==> config.mk <==
export PLATFORM = sky130hd
export DESIGN_NAME = issue_scheduler
export DESIGN_NICKNAME = d
export VERILOG_FILES = /design/src/rtl/issue_scheduler.sv
export SDC_FILE = /design/constraint.sdc
export NUM_CORES = 1
export LEC_CHECK = 0
export BUFFER_PORTS_ARGS = -buffer_cell sky130_fd_sc_hd__buf_2
export CORE_ASPECT_RATIO = 1.4
export CORE_MARGIN = 5
export CORE_UTILIZATION = 48
export CTS_CLUSTER_SIZE = 20
export DETAILED_ROUTE_END_ITERATION = 7
export MAX_ROUTING_LAYER = met4
export PLACE_DENSITY = 0.79
export SETUP_SLACK_MARGIN = 0.15
export SLEW_MARGIN = 0
export SYNTH_ARGS = -nofsm -noshare
export SYNTH_HDL_FRONTEND = slang
export SYNTH_SLANG_ARGS = --single-unit
==> constraint.sdc <==
create_clock -name clock -period 3.3 [get_ports clock]
set_input_delay 0.33 -clock clock [delete_from_list [all_inputs] [get_ports clock]]
set_output_delay 0.33 -clock clock [all_outputs]
set_load 0.005 [all_outputs]
==> src/rtl/issue_scheduler.sv <==
// Single-entry issue controller: holds one decoded instruction, checks scoreboard,
// writeback-port and unit hazards, and fires it. Optional forwarding: ISSUE_FWD_EN.
module issue_scheduler #(
    parameter int unsigned LAT_U0  = 1,
    parameter int unsigned LAT_U1  = 2,
    parameter int unsigned LAT_U2  = 3,
    parameter int unsigned LAT_U3  = 5,
    parameter int unsigned STALL_W = 16
) (
    input  logic               clock,
    input  logic               reset,
    input  logic               id_valid,
    output logic               id_ready,
    input  logic [4:0]         id_rs_a,
    input  logic [4:0]         id_rs_b,
    input  logic               id_use_a,
    input  logic               id_use_b,
    input  logic [4:0]         id_rd,
    input  logic               id_writes,
    input  logic [1:0]         id_unit,
    input  logic               flush,
    input  logic [3:0]         ex_ready,
    output logic [4:0]         sb_addr_a,
    output logic [4:0]         sb_addr_b,
    output logic [4:0]         sb_addr_d,
    input  logic               sb_pending_a,
    input  logic               sb_pending_b,
    input  logic               sb_pending_d,
    input  logic [4:0]         sb_row_a,
    input  logic [4:0]         sb_row_b,
    output logic               iss_valid,
    output logic [1:0]         iss_unit,
    output logic [4:0]         iss_rd,
    output logic               sb_write_en,
    output logic [4:0]         sb_write_addr,
    output logic [1:0]         sb_write_unit,
    output logic [STALL_W-1:0] stall_count,
    input  logic               stall_clear
);

    typedef enum logic {EMPTY, HELD} state_t;

    state_t     state;
    logic [4:0] h_rs_a, h_rs_b, h_rd;
    logic       h_use_a, h_use_b, h_writes;
    logic [1:0] h_unit;
    logic [5:0] wb_busy;
    logic [5:0] wb_new;
    logic [2:0] lat;
    logic       fwd_ok_a, fwd_ok_b;
    logic       wr_real;
    logic       raw_a, raw_b, waw, wb_conf, unit_busy;
    logic       held, fire, accept;

`ifdef ISSUE_FWD_EN
    // A producer in its last execute stage is forwarded, so it does not stall.
    assign fwd_ok_a = (sb_row_a == 5'b00001);
    assign fwd_ok_b = (sb_row_b == 5'b00001);
`else
    logic unused_rows;
    assign unused_rows = ^{sb_row_a, sb_row_b};
    assign fwd_ok_a    = 1'b0;
    assign fwd_ok_b    = 1'b0;
`endif

    always_comb begin
        lat = 3'(LAT_U0);
        case (h_unit)
            2'd0: lat = 3'(LAT_U0);
            2'd1: lat = 3'(LAT_U1);
            2'd2: lat = 3'(LAT_U2);
            2'd3: lat = 3'(LAT_U3);
        endcase
    end

    assign held      = (state == HELD);
    assign wr_real   = h_writes & (h_rd != '0);
    assign raw_a     = h_use_a & (h_rs_a != '0) & sb_pending_a & ~fwd_ok_a;
    assign raw_b     = h_use_b & (h_rs_b != '0) & sb_pending_b & ~fwd_ok_b;
    assign waw       = wr_real & sb_pending_d;
    assign wb_conf   = wr_real & wb_busy[lat];
    assign unit_busy = ~ex_ready[h_unit];

    assign fire     = held & ~flush & ~(raw_a | raw_b | waw | wb_conf | unit_busy);
    assign id_ready = ~flush & (~held | fire);
    assign accept   = id_valid & id_ready;

    assign sb_addr_a     = h_rs_a;
    assign sb_addr_b     = h_rs_b;
    assign sb_addr_d     = h_rd;
    assign iss_valid     = fire;
    assign iss_unit      = h_unit;
    assign iss_rd        = h_rd;
    assign sb_write_en   = fire & wr_real;
    assign sb_write_addr = h_rd;
    assign sb_write_unit = h_unit;

    // Reservation lands at LAT-1 because the whole vector shifts on the same edge.
    assign wb_new = sb_write_en ? (6'd1 << (lat - 3'd1)) : '0;

    always_ff @(posedge clock or posedge reset) begin
        if (reset) begin
            state    <= EMPTY;
            h_rs_a   <= '0;
            h_rs_b   <= '0;
            h_rd     <= '0;
            h_use_a  <= 1'b0;
            h_use_b  <= 1'b0;
            h_writes <= 1'b0;
            h_unit   <= '0;
        end else if (flush) begin
            state <= EMPTY;
        end else if (accept) begin
            state    <= HELD;
            h_rs_a   <= id_rs_a;
            h_rs_b   <= id_rs_b;
            h_rd     <= id_rd;
            h_use_a  <= id_use_a;
            h_use_b  <= id_use_b;
            h_writes <= id_writes;
            h_unit   <= id_unit;
        end else if (fire) begin
            state <= EMPTY;
        end
    end

    always_ff @(posedge clock or posedge reset) begin
        if (reset) begin
            wb_busy <= '0;
        end else begin
            wb_busy <= (wb_busy >> 1) | wb_new;
        end
    end

    always_ff @(posedge clock or posedge reset) begin
        if (reset) begin
            stall_count <= '0;
        end else if (stall_clear) begin
            stall_count <= '0;
        end else if (held & ~fire & ~flush & ~(&stall_count)) begin
            stall_count <= stall_count + STALL_W'(1);
        end
    end

endmodule

==> impl_results.md, run 1 <==
* Router iterations before antenna repair at 4
* Pins Over Slew Limit at 0
* Post-synthesis mux area share at 13.9%
* Worst Path Max Fanout at 32
* Congestion Overflow GR at 0
* Maximum clock path buffer count at 2
* CTS resizes at 0
* RSZ-0062 raised after global routing: no
* Largest net degree at the start of global routing at 44
* TritonCTS Buffers at 5
* Final Hold Vio Count at 0
* Max VDD drop at 0.000390 V
* MaxCap Viol Count at 0
* Met3 Use GR at 3.95%
* Row count at 29
* Area of the multi-input gates at 1020 µm²
* Register Area at 1080 µm²
* Met1 GRT Util at 20.6%
* Global Route met2 Usage at 30.9%
* Final setup violating endpoints at 0
* Drt wl/cell at 14.8 µm
* Cells after Synth at 207
* Synth top area share at 47.3%
* Compound-Gate Fraction of Synth Area at 11.1%
* Synth area leaders: dfrtp_1 47%, mux2_1 11%, buf_4 4.9%
* Synthesized area per cell at 11.0 µm²
* Post-route minimum period at 2.95 ns
* ANT nets after route at 0
* DR vias at 1,850
* Worst slew margin at 64.1%
* Worst slew pin tran at 0.539 ns
* Post-CTS Setup Bufs at 0
* Initial antenna violation count at 0
* Async SR Flop Fraction at 100%
* Unique cell type count in the Yosys netlist at 35
* Worst EP arrival at 2.62 ns
* Ys Warns at 0
* Clock transition at path regs at 0.08 ns
* Initial core utilization at 49.8%
* Num Clock Sinks at 43
* Area Growth Syn to Fin at 21.7%
* Initial DRC count at 219
* Synth Cell Area at 2280 µm²
* PwrDens at 510 nW/µm²
* Post-synthesis adder-cell area fraction at 3.30%
* Largest family of logic cells by synthesized area: simple AND/OR/NAND/NOR gates
* Routed WL at 5010 µm
* Clock Latency Late Sink at 0.29 ns
* Final Net Count at 324
* Status: finished clean
* # fillers at 429
* Die area at 6240 µm²
* Hold buffer count at cts at 0
* Sequential area share after synthesis at 47.3%
* Share of layout cells above drive strength 1 at 35.7%
* Data required, critical path at 2.97 ns
* CTS tree: built
* Diodes inserted at 0
* Most common cell in the synthesized netlist: dfrtp_1
* Post-DR vias/cell at 5.46
* Setup TNS Final at 0 ns
* Global-route wire length before repair at 8640 µm
* Core area at 4570 µm²
* GRT Util Overall at 18.0%
* Final core occ at 60.6%
* Height of the chip at 91.5 µm
* #FFs+latches synth at 43
* Most common library cells after synthesis: 43 x dfrtp_1, 23 x mux2_1, 15 x buf_4
* Horiz. Die Dim at 68.2 µm
* Synth Area in XOR/XNOR at 0%
* Critical path type: flop to output port
* Synth Net Count at 255
* Leakage power at 1.36 nW
* Simple-gate share of the synthesized area at 16.4%
* Buffers on Ports at 79
* Worst min path class: input pin to async pin
* IO Pins at 90
* Final worst path period share at 89.5%
* Gpl congestion at 0.793
* Post-DP HPWL at 3770 µm
* Area leader, netlist: dfrtp_1
* CTS Root Cell: clkbuf_8
* Crit path launch type: flop
* DR DRC count at 0
* Htree depth at 2
* Vias in the first global route at 1,929
* Layout Skew at 0.00865 ns
* Primary FF master, synth: dfrtp_1
* Most used routing layer: met2
* F_max at 339 MHz
* Crit end category: output port
* Number of enable flip-flop cells after synthesis at 0
==> cells by family (layout without fill, tap and decap cells) <==
logic type      Yosys count  count (layout)
fa+ha+maj                 6               6
mux                      26              26
compound gates           39              39
flops                    43              43
simple gates             63              63
buf+inv                  30             100
==> cell usage in the layout (no fill, tap or decap), types with 6 or more instances in the layout <==
master | netlist | final
inv_1 | 8 | 7
nor2_1 | 8 | 8
mux2_1 | 23 | 23
buf_2 | 0 | 79
o21ai_1 | 8 | 8
dfrtp_1 | 43 | 42
a21oi_1 | 13 | 13
ha_1 | 6 | 6
and3_1 | 6 | 6
or3_1 | 12 | 12
or4_1 | 8 | 8
o31ai_1 | 6 | 6
nand3_1 | 11 | 11
==> worst max-delay path, cell delays in order (launching register included) <==
cell and delay (ns):
dfrtp_1 0.45, inv_1 0.11, ha_1 0.34, mux4_2 0.51, nand2b_1 0.10, a21oi_2 0.08
nor3_4 0.23, buf_6 0.25, o21a_1 0.14, buf_2 0.10
==> per-stage QoR <==
| step | power (W) | hold WS [ns] | cell area [µm²] | instances | setup WS (ns) |
|---|---|---|---|---|---|
| after floorplan | 0.000852 | 0.423 | 2280 | 207 | 0.718 |
| after global routing | 0.00150 | 0.203 | 2770 | 339 | 0.153 |
| after global placement | 0.000935 | 0.434 | 2630 | 331 | 0.542 |
| after detailed placement | 0.000951 | 0.444 | 2630 | 331 | 0.540 |
| after CTS | 0.00143 | 0.172 | 2770 | 339 | 0.209 |
| final | 0.00141 | 0.151 | 2770 | 339 | 0.348 |
==> power by group <==
group / internal (W) / switching [W] / total, W
clock network: 0.000303 / 0.000175 / 0.000478
registers: 0.000591 / 0.0000547 / 0.000646
logic: 0.000147 / 0.000141 / 0.000288
==> path summary, 6_finish.rpt <==
path	start	end	slack, ns	depth (start not counted)
max reg2reg	iss_unit[1]$_DFFE_PP0P_	sb_addr_a[2]$_DFFE_PP0P_	0.60	8
max	iss_unit[1]$_DFFE_PP0P_	id_ready	0.35	9
min	reset	sb_addr_a[1]$_DFFE_PP0P_	0.15	3
max in group asynchronous	reset	iss_unit[0]$_DFFE_PP0P_	2.74	3
min reg2reg	wb_busy[5]$_DFF_PP0_	wb_busy[4]$_DFF_PP0_	0.45	1
min in group clock	id_rs_b[3]	sb_addr_b[3]$_DFFE_PP0P_	0.25	2
==> flip-flops by register name, indices dropped and copies added, names as in the netlist <==
| signal | cells |
|---|---|
| sb_addr_a | 5 |
| h_writes | 1 |
| h_use_a | 1 |
| iss_unit | 2 |
| held | 1 |
| sb_addr_b | 5 |
| iss_rd | 5 |
| stall_count | 16 |
| h_use_b | 1 |
| wb_busy | 6 |
==> final cells by class <==
class | instances | share of cell area, %
sequential | 43 | 38.9
clock inverter | 2 | 2.17
clock buffer | 6 | 2.62
timing repair buffer | 84 | 15.8
tap | 62 | 2.80
multi-input combinational | 134 | 36.7
inverter | 8 | 1.08
==> layer usage <==
metal,routed length [µm],vias up
li1,-,889
met1,1950,896
met2,2700,60
met3,313,5
met4,53,0
met5,0,-
Note: power is estimated with default switching activity, not from simulation.
==> inputs of run 2 (changes only) <==
- CORE_UTILIZATION: 48 -> 50
- CTS_BUF_LIST: not set -> sky130_fd_sc_hd__clkbuf_8
- PLACE_DENSITY: 0.79 -> 0.82
- RECOVER_POWER: not set -> 100
==> run 2 against run 1 <==
Compared with the run above:
- die area shrank 3.5%
- utilization grew 0.72 points
- critical path depth unchanged
- wire length down 1.6%
- setup slack lost 0.029 ns
- final cell count rose by 0.29%
- global-route usage barely moved
- combinational power decreased by 5%
- largest cell class unchanged
- highest routed layer unchanged
- cell area is 1.2% lower
- clock skew fell by 0.0045 ns
- critical endpoint unchanged
- total power down 5.1%
- the run now ends with capacitance limit, slew limit left
==> impl_results.md, run 2 (synthesized netlist as in run 1, its figures left out) <==
* IO Pins at 90 (unchanged)
* Post-route minimum period at 2.98 ns (was 2.95 ns)
* Setup TNS Final at 0 ns (unchanged)
* Post-route setup slack at 0.318 ns (was 0.348 ns)
* Share of layout cells above drive strength 1 at 29.1% (was 35.7%)
* GRT Util Overall at 18.0% (about the same)
* Commonest cells after routing, fill and taps aside: 63 x buf_2, 43 x dfrtp_1, 23 x mux2_1, 18 x clkbuf_1, 13 x a21oi_1 (was 79 x buf_2, 42 x dfrtp_1, 23 x mux2_1, 13 x a21oi_1, 12 x or3_1)
* Largest net degree at the start of global routing at 33 (was 44)
* Critical Path Max Stage Delay at 0.51 ns (about the same)
* Initial core utilization at 51.0% (was 49.8%)
* Drt wl/cell at 14.5 µm (was 14.8 µm)
* Final setup violating endpoints at 0 (unchanged)
* ANT nets after route at 0 (unchanged)
* Global-route wire length before repair at 8420 µm (was 8640 µm)
* DR DRC count at 0 (unchanged)
* Vias in the first global route at 1,904 (was 1,929)
* F_max at 335 MHz (was 339 MHz)
* Row count at 29 (unchanged)
* Worst Path Max Fanout at 32 (unchanged)
* Worst slew pin tran at 1.61 ns (was 0.539 ns)
* CP max stage cell: mux4_2 (unchanged)
* # fillers at 411 (was 429)
* TritonCTS Buffers at 5 (unchanged)
* Maximum clock path buffer count at 2 (unchanged)
* Die area at 6020 µm² (was 6240 µm²)
* Top flop regs: stall_count: 16 flops, wb_busy: 6 flops (unchanged)
* Final Net Count at 325 (was 324)
* Crit path launch type: flop (unchanged)
* Clock Latency Late Sink at 0.29 ns (about the same)
* Status: finished, violations left (was finished clean)
* Critical path type: flop to output port (unchanged)
* Htree depth at 2 (unchanged)
* Layout Skew at 0.00416 ns (was 0.00865 ns)
* Area Growth Syn to Fin at 20.2% (was 21.7%)
* Post-DR vias/cell at 5.41 (was 5.46)
* Worst EP arrival at 2.65 ns (was 2.62 ns)
* MaxCap Viol Count at 1 (was 0)
* Buffers on Ports at 79 (unchanged)
* Congestion Overflow GR at 0 (unchanged)
* Initial DRC count at 154 (was 219)
* CTS tree: built (unchanged)
* RSZ-0062 raised after global routing: no (unchanged)
* CTS Root Cell: clkbuf_8 (unchanged)
* Worst slew margin at -7.33% (was 64.1%)
* Initial antenna violation count at 0 (unchanged)
* Horiz. Die Dim at 67.0 µm (was 68.2 µm)
* Height of the chip at 89.8 µm (was 91.5 µm)
* Gpl congestion at 0.775 (was 0.793)
* Top reg by flops: stall_count (unchanged)
* Clock transition at path regs at 0.08 ns (about the same)
* PwrDens at 490 nW/µm² (was 510 nW/µm²)
* Router iterations before antenna repair at 4 (unchanged)
* Final Hold Vio Count at 0 (unchanged)
* Routed WL at 4930 µm (was 5010 µm)
* Max VDD drop at 0.000301 V (was 0.000390 V)
* Pins Over Slew Limit at 30 (was 0)
* Worst Path Buf+Inv at 3 (unchanged)
* Register Area at 1080 µm² (about the same)
* Cell family with most CP delay: multiplexers (unchanged)
* Area of the multi-input gates at 1020 µm² (unchanged)
* Crit end category: output port (unchanged)
* Worst min path class: input pin to flop (was input pin to async pin)
* Pre-CTS setup slack at 0.546 ns (was 0.540 ns)
* Num Clock Sinks at 43 (unchanged)
* Post-DP HPWL at 3740 µm (was 3770 µm)
* Leakage power at 1.30 nW (was 1.36 nW)
* Max FFs per register at 16 (unchanged)
* Post-CTS Setup Bufs at 0 (unchanged)
* Final worst path period share at 90.4% (was 89.5%)
* Core area at 4460 µm² (was 4570 µm²)
* Diodes inserted at 0 (unchanged)
* DR vias at 1,840 (was 1,850)
* Leading cell type in the layout, fill and taps excluded: buf_2 (unchanged)
* Violations in the final reports: capacitance limit, slew limit
* Crit-path cells: inv_1, ha_1, mux4_2, nand2b_1, a21oi_2, nor3_4, buf_6, o21a_1, buf_2 (unchanged)
* Data required, critical path at 2.97 ns (about the same)
* Worst reg-to-reg setup slack at 0.57 ns (was 0.60 ns)
## run 2: cell count changes in the layout (fill, tap and decap cells not counted), sizes merged
cell and change:
clkinv +1, buf -18, dlygate4sd3 +1, clkbuf +18, bufinv -1
## run 2: final cells by class
class,count,share of cell area (%)
Inverter,8,1.10
Sequential cell,43,39.3
Timing Repair Buffer,85,15.3
Tap cell,62,2.83
Multi-Input combinational cell,134,37.1
Clock inverter,2,1.28
Clock buffer,6,3.02
## run 2: final timing paths
kind,start,end,depth (start not counted)
min in group asynchronous,reset,iss_rd[1]$_DFFE_PP0P_,3
max,iss_unit[0]$_DFFE_PP0P_,id_ready,9
min,id_rd[1],iss_rd[1]$_DFFE_PP0P_,2
min reg2reg,wb_busy[5]$_DFF_PP0_,wb_busy[4]$_DFF_PP0_,1
max reg2reg,iss_unit[0]$_DFFE_PP0P_,sb_addr_a[0]$_DFFE_PP0P_,8
max in group asynchronous,reset,sb_addr_a[1]$_DFFE_PP0P_,4
## run 2: worst reg2reg max path, delay by kind of cell (launching register included)
family                     cells  cell delay [ns]
and+or+nand+nor                2             0.33
AOI/OAI and AO/OA              2             0.46
buffers and inverters          1             0.11
adders and majority gates      1             0.35
muxes                          2             0.88
DFF                            1             0.49
## run 2: power by group
group / switching [W] / internal [W]
logic: 0.000139 / 0.000136
registers: 0.0000533 / 0.000590
clock network: 0.000176 / 0.000245
total: 0.000368 / 0.000971
## run 2: layer usage
metal / wire (µm) / GRT usage [%] / vias to the layer above / part of all wire [%]
li1: - / - / 879 / -
met1: 1910 / 20.0 / 902 / 39
met2: 2700 / 31.6 / 54 / 55
met3: 271 / 3.37 / 5 / 5.5
met4: 52 / 5.75 / 0 / 1.1
met5: 0 / - / - / 0
## run 2: per-stage QoR
stage | cells | utilization (%) | hold WS [ns] | total power (W) | cell area (µm²)
global placement | 331 | 59.0 | 0.321 | 0.000934 | 2630
global route | 340 | 61.3 | 0.239 | 0.00142 | 2740
detailed placement | 331 | 59.0 | 0.319 | 0.000944 | 2630
floorplan | 207 | - | 0.423 | 0.000852 | 2280
CTS | 340 | 61.8 | 0.238 | 0.00137 | 2760
finish | 340 | 61.3 | 0.248 | 0.00134 | 2740
## run 2: repair_timing
item                                    4_1_cts  5_1_grt
hold buffers                                  1        0
endpoints found under the setup margin        0        2
resized for setup                             0        2
hold endpoints to repair                     14        0
==> inputs of run 3 (changes only) <==
- BUFFER_PORTS_ARGS: -buffer_cell sky130_fd_sc_hd__buf_2 -> -buffer_cell sky130_fd_sc_hd__buf_4
- CORE_UTILIZATION: 50 -> 45
- PLACE_DENSITY: 0.82 -> 0.78
- clock period: 3.3 -> 2.7 ns (I/O delays scaled with it)
==> run 3 against run 2 <==
Compared with the run above:
- the flow now finishes without violations
- count of clock-buffer cells in the layout fell by 1
- sequential power up 22%
- register-to-register slack got worse by 0.35 ns
- critical endpoint unchanged
==> impl_results.md, run 3 (synthesized netlist as in run 1, its figures left out) <==
* Layout Skew at 0.00757 ns (was 0.00416 ns)
* Final Hold Vio Count at 0 (unchanged)
* Status: finished clean (was finished, violations left)
* Final Net Count at 334 (was 325)
* Critical Path Max Stage Delay at 0.50 ns (was 0.51 ns)
* Final worst path period share at 93.4%
* Worst EP arrival at 2.25 ns (was 2.65 ns)
* Worst Path Buf+Inv at 3 (unchanged)
* Die area at 6600 µm² (was 6020 µm²)
* Fin cells at 351 (was 340)
* Pins Over Slew Limit at 0 (was 30)
* Worst Path Max Fanout at 4 (was 32)
* Crit-path cells: inv_2, ha_4, mux4_2, nand2b_1, a21oi_2, nor3_4, buf_12, o21a_1, buf_4 (was inv_1, ha_1, mux4_2, nand2b_1, a21oi_2, nor3_4, buf_6, o21a_1, buf_2)
* Gpl congestion at 0.782 (was 0.775)
* CTS Root Cell: clkbuf_8 (unchanged)
* Cell family with most CP delay: multiplexers (unchanged)
* Post-DP HPWL at 4010 µm (was 3740 µm)
* Top reg by flops: stall_count (unchanged)
* Largest net degree at the start of global routing at 31 (was 33)
* Num Clock Sinks at 43 (unchanged)
* Initial DRC count at 164 (was 154)
* Worst slew margin at 26.0% (was -7.33%)
* Global-route wire length before repair at 9140 µm (was 8420 µm)
* Hold buffer count at cts at 0 (was 1)
* Worst slew pin tran at 1.10 ns (was 1.61 ns)
* Horiz. Die Dim at 70.1 µm (was 67.0 µm)
* Post-DR vias/cell at 5.46 (was 5.41)
* Post-route minimum period at 2.52 ns
* Leakage power at 1.40 nW (was 1.30 nW)
* Placed cells at 335 (was 331)
* Row count at 30 (was 29)
* Final instance area at 3020 µm² (was 2740 µm²)
* Final setup violating endpoints at 0 (unchanged)
* Core area at 4880 µm² (was 4460 µm²)
* CP max stage cell: mux4_2 (unchanged)
* Drt wl/cell at 15.6 µm (was 14.5 µm)
* Leading cell type in the layout, fill and taps excluded: buf_4 (was buf_2)
* Max VDD drop at 0.000375 V (was 0.000301 V)
* Area Growth Syn to Fin at 32.7% (was 20.2%)
* Setup TNS Final at 0 ns (unchanged)
* Critical path type: flop to output port (unchanged)
* DR DRC count at 0 (unchanged)
* Dpl cell area at 2860 µm² (was 2630 µm²)
* Initial antenna violation count at 0 (unchanged)
* Height of the chip at 94.1 µm (was 89.8 µm)
* Clock Latency Late Sink at 0.29 ns (about the same)
* PwrDens at 550 nW/µm² (was 490 nW/µm²)
* Diodes inserted at 0 (unchanged)
* Router iterations before antenna repair at 4 (unchanged)
* Crit end category: output port (unchanged)
* Crit path launch type: flop (unchanged)
* F_max at 396 MHz
* ANT nets after route at 0 (unchanged)
* Buffers on Ports at 79 (unchanged)
* Routed WL at 5490 µm (was 4930 µm)
* Share of layout cells above drive strength 1 at 36.6% (was 29.1%)
* Initial core utilization at 46.6% (was 51.0%)
* Tot Pwr at 0.00166 W (was 0.00134 W)
* MaxCap Viol Count at 0 (was 1)
* Clock transition at path regs at 0.09 ns (was 0.08 ns)
* IO Pins at 90 (unchanged)
* Max FFs per register at 16 (unchanged)
* Vias in the first global route at 2,014 (was 1,904)
* DR vias at 1,916 (was 1,840)
* Commonest cells after routing, fill and taps aside: 43 x buf_4, 42 x dfrtp_1, 40 x clkbuf_4, 23 x mux2_1, 13 x a21oi_1 (was 63 x buf_2, 43 x dfrtp_1, 23 x mux2_1, 18 x clkbuf_1, 13 x a21oi_1)
* CTS tree: built (unchanged)
* Worst min path class: input pin to async pin (was input pin to flop)
* Maximum clock path buffer count at 2 (unchanged)
* Congestion Overflow GR at 0 (unchanged)
* Data required, critical path at 2.43 ns (was 2.97 ns)
* Top flop regs: stall_count: 16 flops, wb_busy: 6 flops (unchanged)
* RSZ-0062 raised after global routing: yes (was no)
* TritonCTS Buffers at 5 (unchanged)
* GRT Util Overall at 17.6% (was 18.0%)
* Htree depth at 2 (unchanged)
[run 3: cell count changes in the layout (fill, tap and decap cells not counted), moves of 2 or more]
cell	before	now
ha_1	6	4
buf_2	63	0
inv_2	0	2
o21ai_1	5	8
clkbuf_1	18	9
buf_4	2	43
clkbuf_4	0	40
o21ai_0	3	0
[run 3: what timing repair did]
item / CTS / global route
endpoints found under the setup margin: 23 / 22
buffers inserted: 5 / 2
pin swaps: 3 / 0
cloned: 1 / 0
gates resized for setup: 7 / 0
[run 3: cell type report]
cell class / instances / area (µm²)
clock buffers: 5 / 68.8
fillers: 426 / 1860
clock inverters: 3 / 16.3
flip-flops and latches: 43 / 1080
well taps: 64 / 80.1
repair buffers: 94 / 709
inverters: 8 / 30.0
multi-input cells: 134 / 1040
[run 3: through the flow]
step | hold slack (ns) | utilization [%] | worst slack [ns]
2_1_floorplan | 0.405 | - | 0.178
3_3_place_gp | 0.432 | 58.6 | 0.136
3_5_place_dp | 0.438 | 58.6 | 0.0736
4_1_cts | 0.139 | 62.4 | 0.142
5_1_grt | 0.180 | 61.9 | 0.0450
6_report | 0.120 | 61.9 | 0.178
[run 3: where the power goes]
part,switching [W],leakage (nW),internal [W]
Clock,0.000224,0.0453,0.000177
Sequential,0.0000635,0.554,0.000722
Combinational,0.000202,0.803,0.000271
Total,0.000489,1.40,0.00117
[run 3: per-layer routing]
metal / routed length, µm / track usage (%)
met5: 0 / -
met4: 64 / 5.27
met3: 367 / 4.71
met2: 3020 / 31.9
met1: 2040 / 18.8
[run 3: final timing paths]
check                           cells after the start                     from  slack, ns                    endpoint
worst max-delay path                                9  iss_unit[1]$_DFFE_PP0P_       0.18                    id_ready
worst min-delay path                                2                    reset       0.12  stall_count[9]$_DFFE_PP0P_
worst max register to register                     10  iss_unit[1]$_DFFE_PP0P_       0.22  stall_count[3]$_DFFE_PP0P_
worst min register to register                      1     wb_busy[5]$_DFF_PP0_       0.46        wb_busy[4]$_DFF_PP0_
max in group asynchronous                           3                    reset       1.42     iss_unit[0]$_DFFE_PP0P_
min in group clock                                  2               id_rs_a[0]       0.18    sb_addr_a[0]$_DFFE_PP0P_
[run 3: worst register-to-register path, stage by stage, from the launching register on]
cell      delay [ns]
dfrtp_1         0.40
buf_4           0.14
clkbuf_1        0.15
ha_1            0.27
nand2b_1        0.17
a21oi_2         0.21
nor3_4          0.07
buf_12          0.13
clkbuf_1        0.18
or4_1           0.53
a21oi_1         0.15
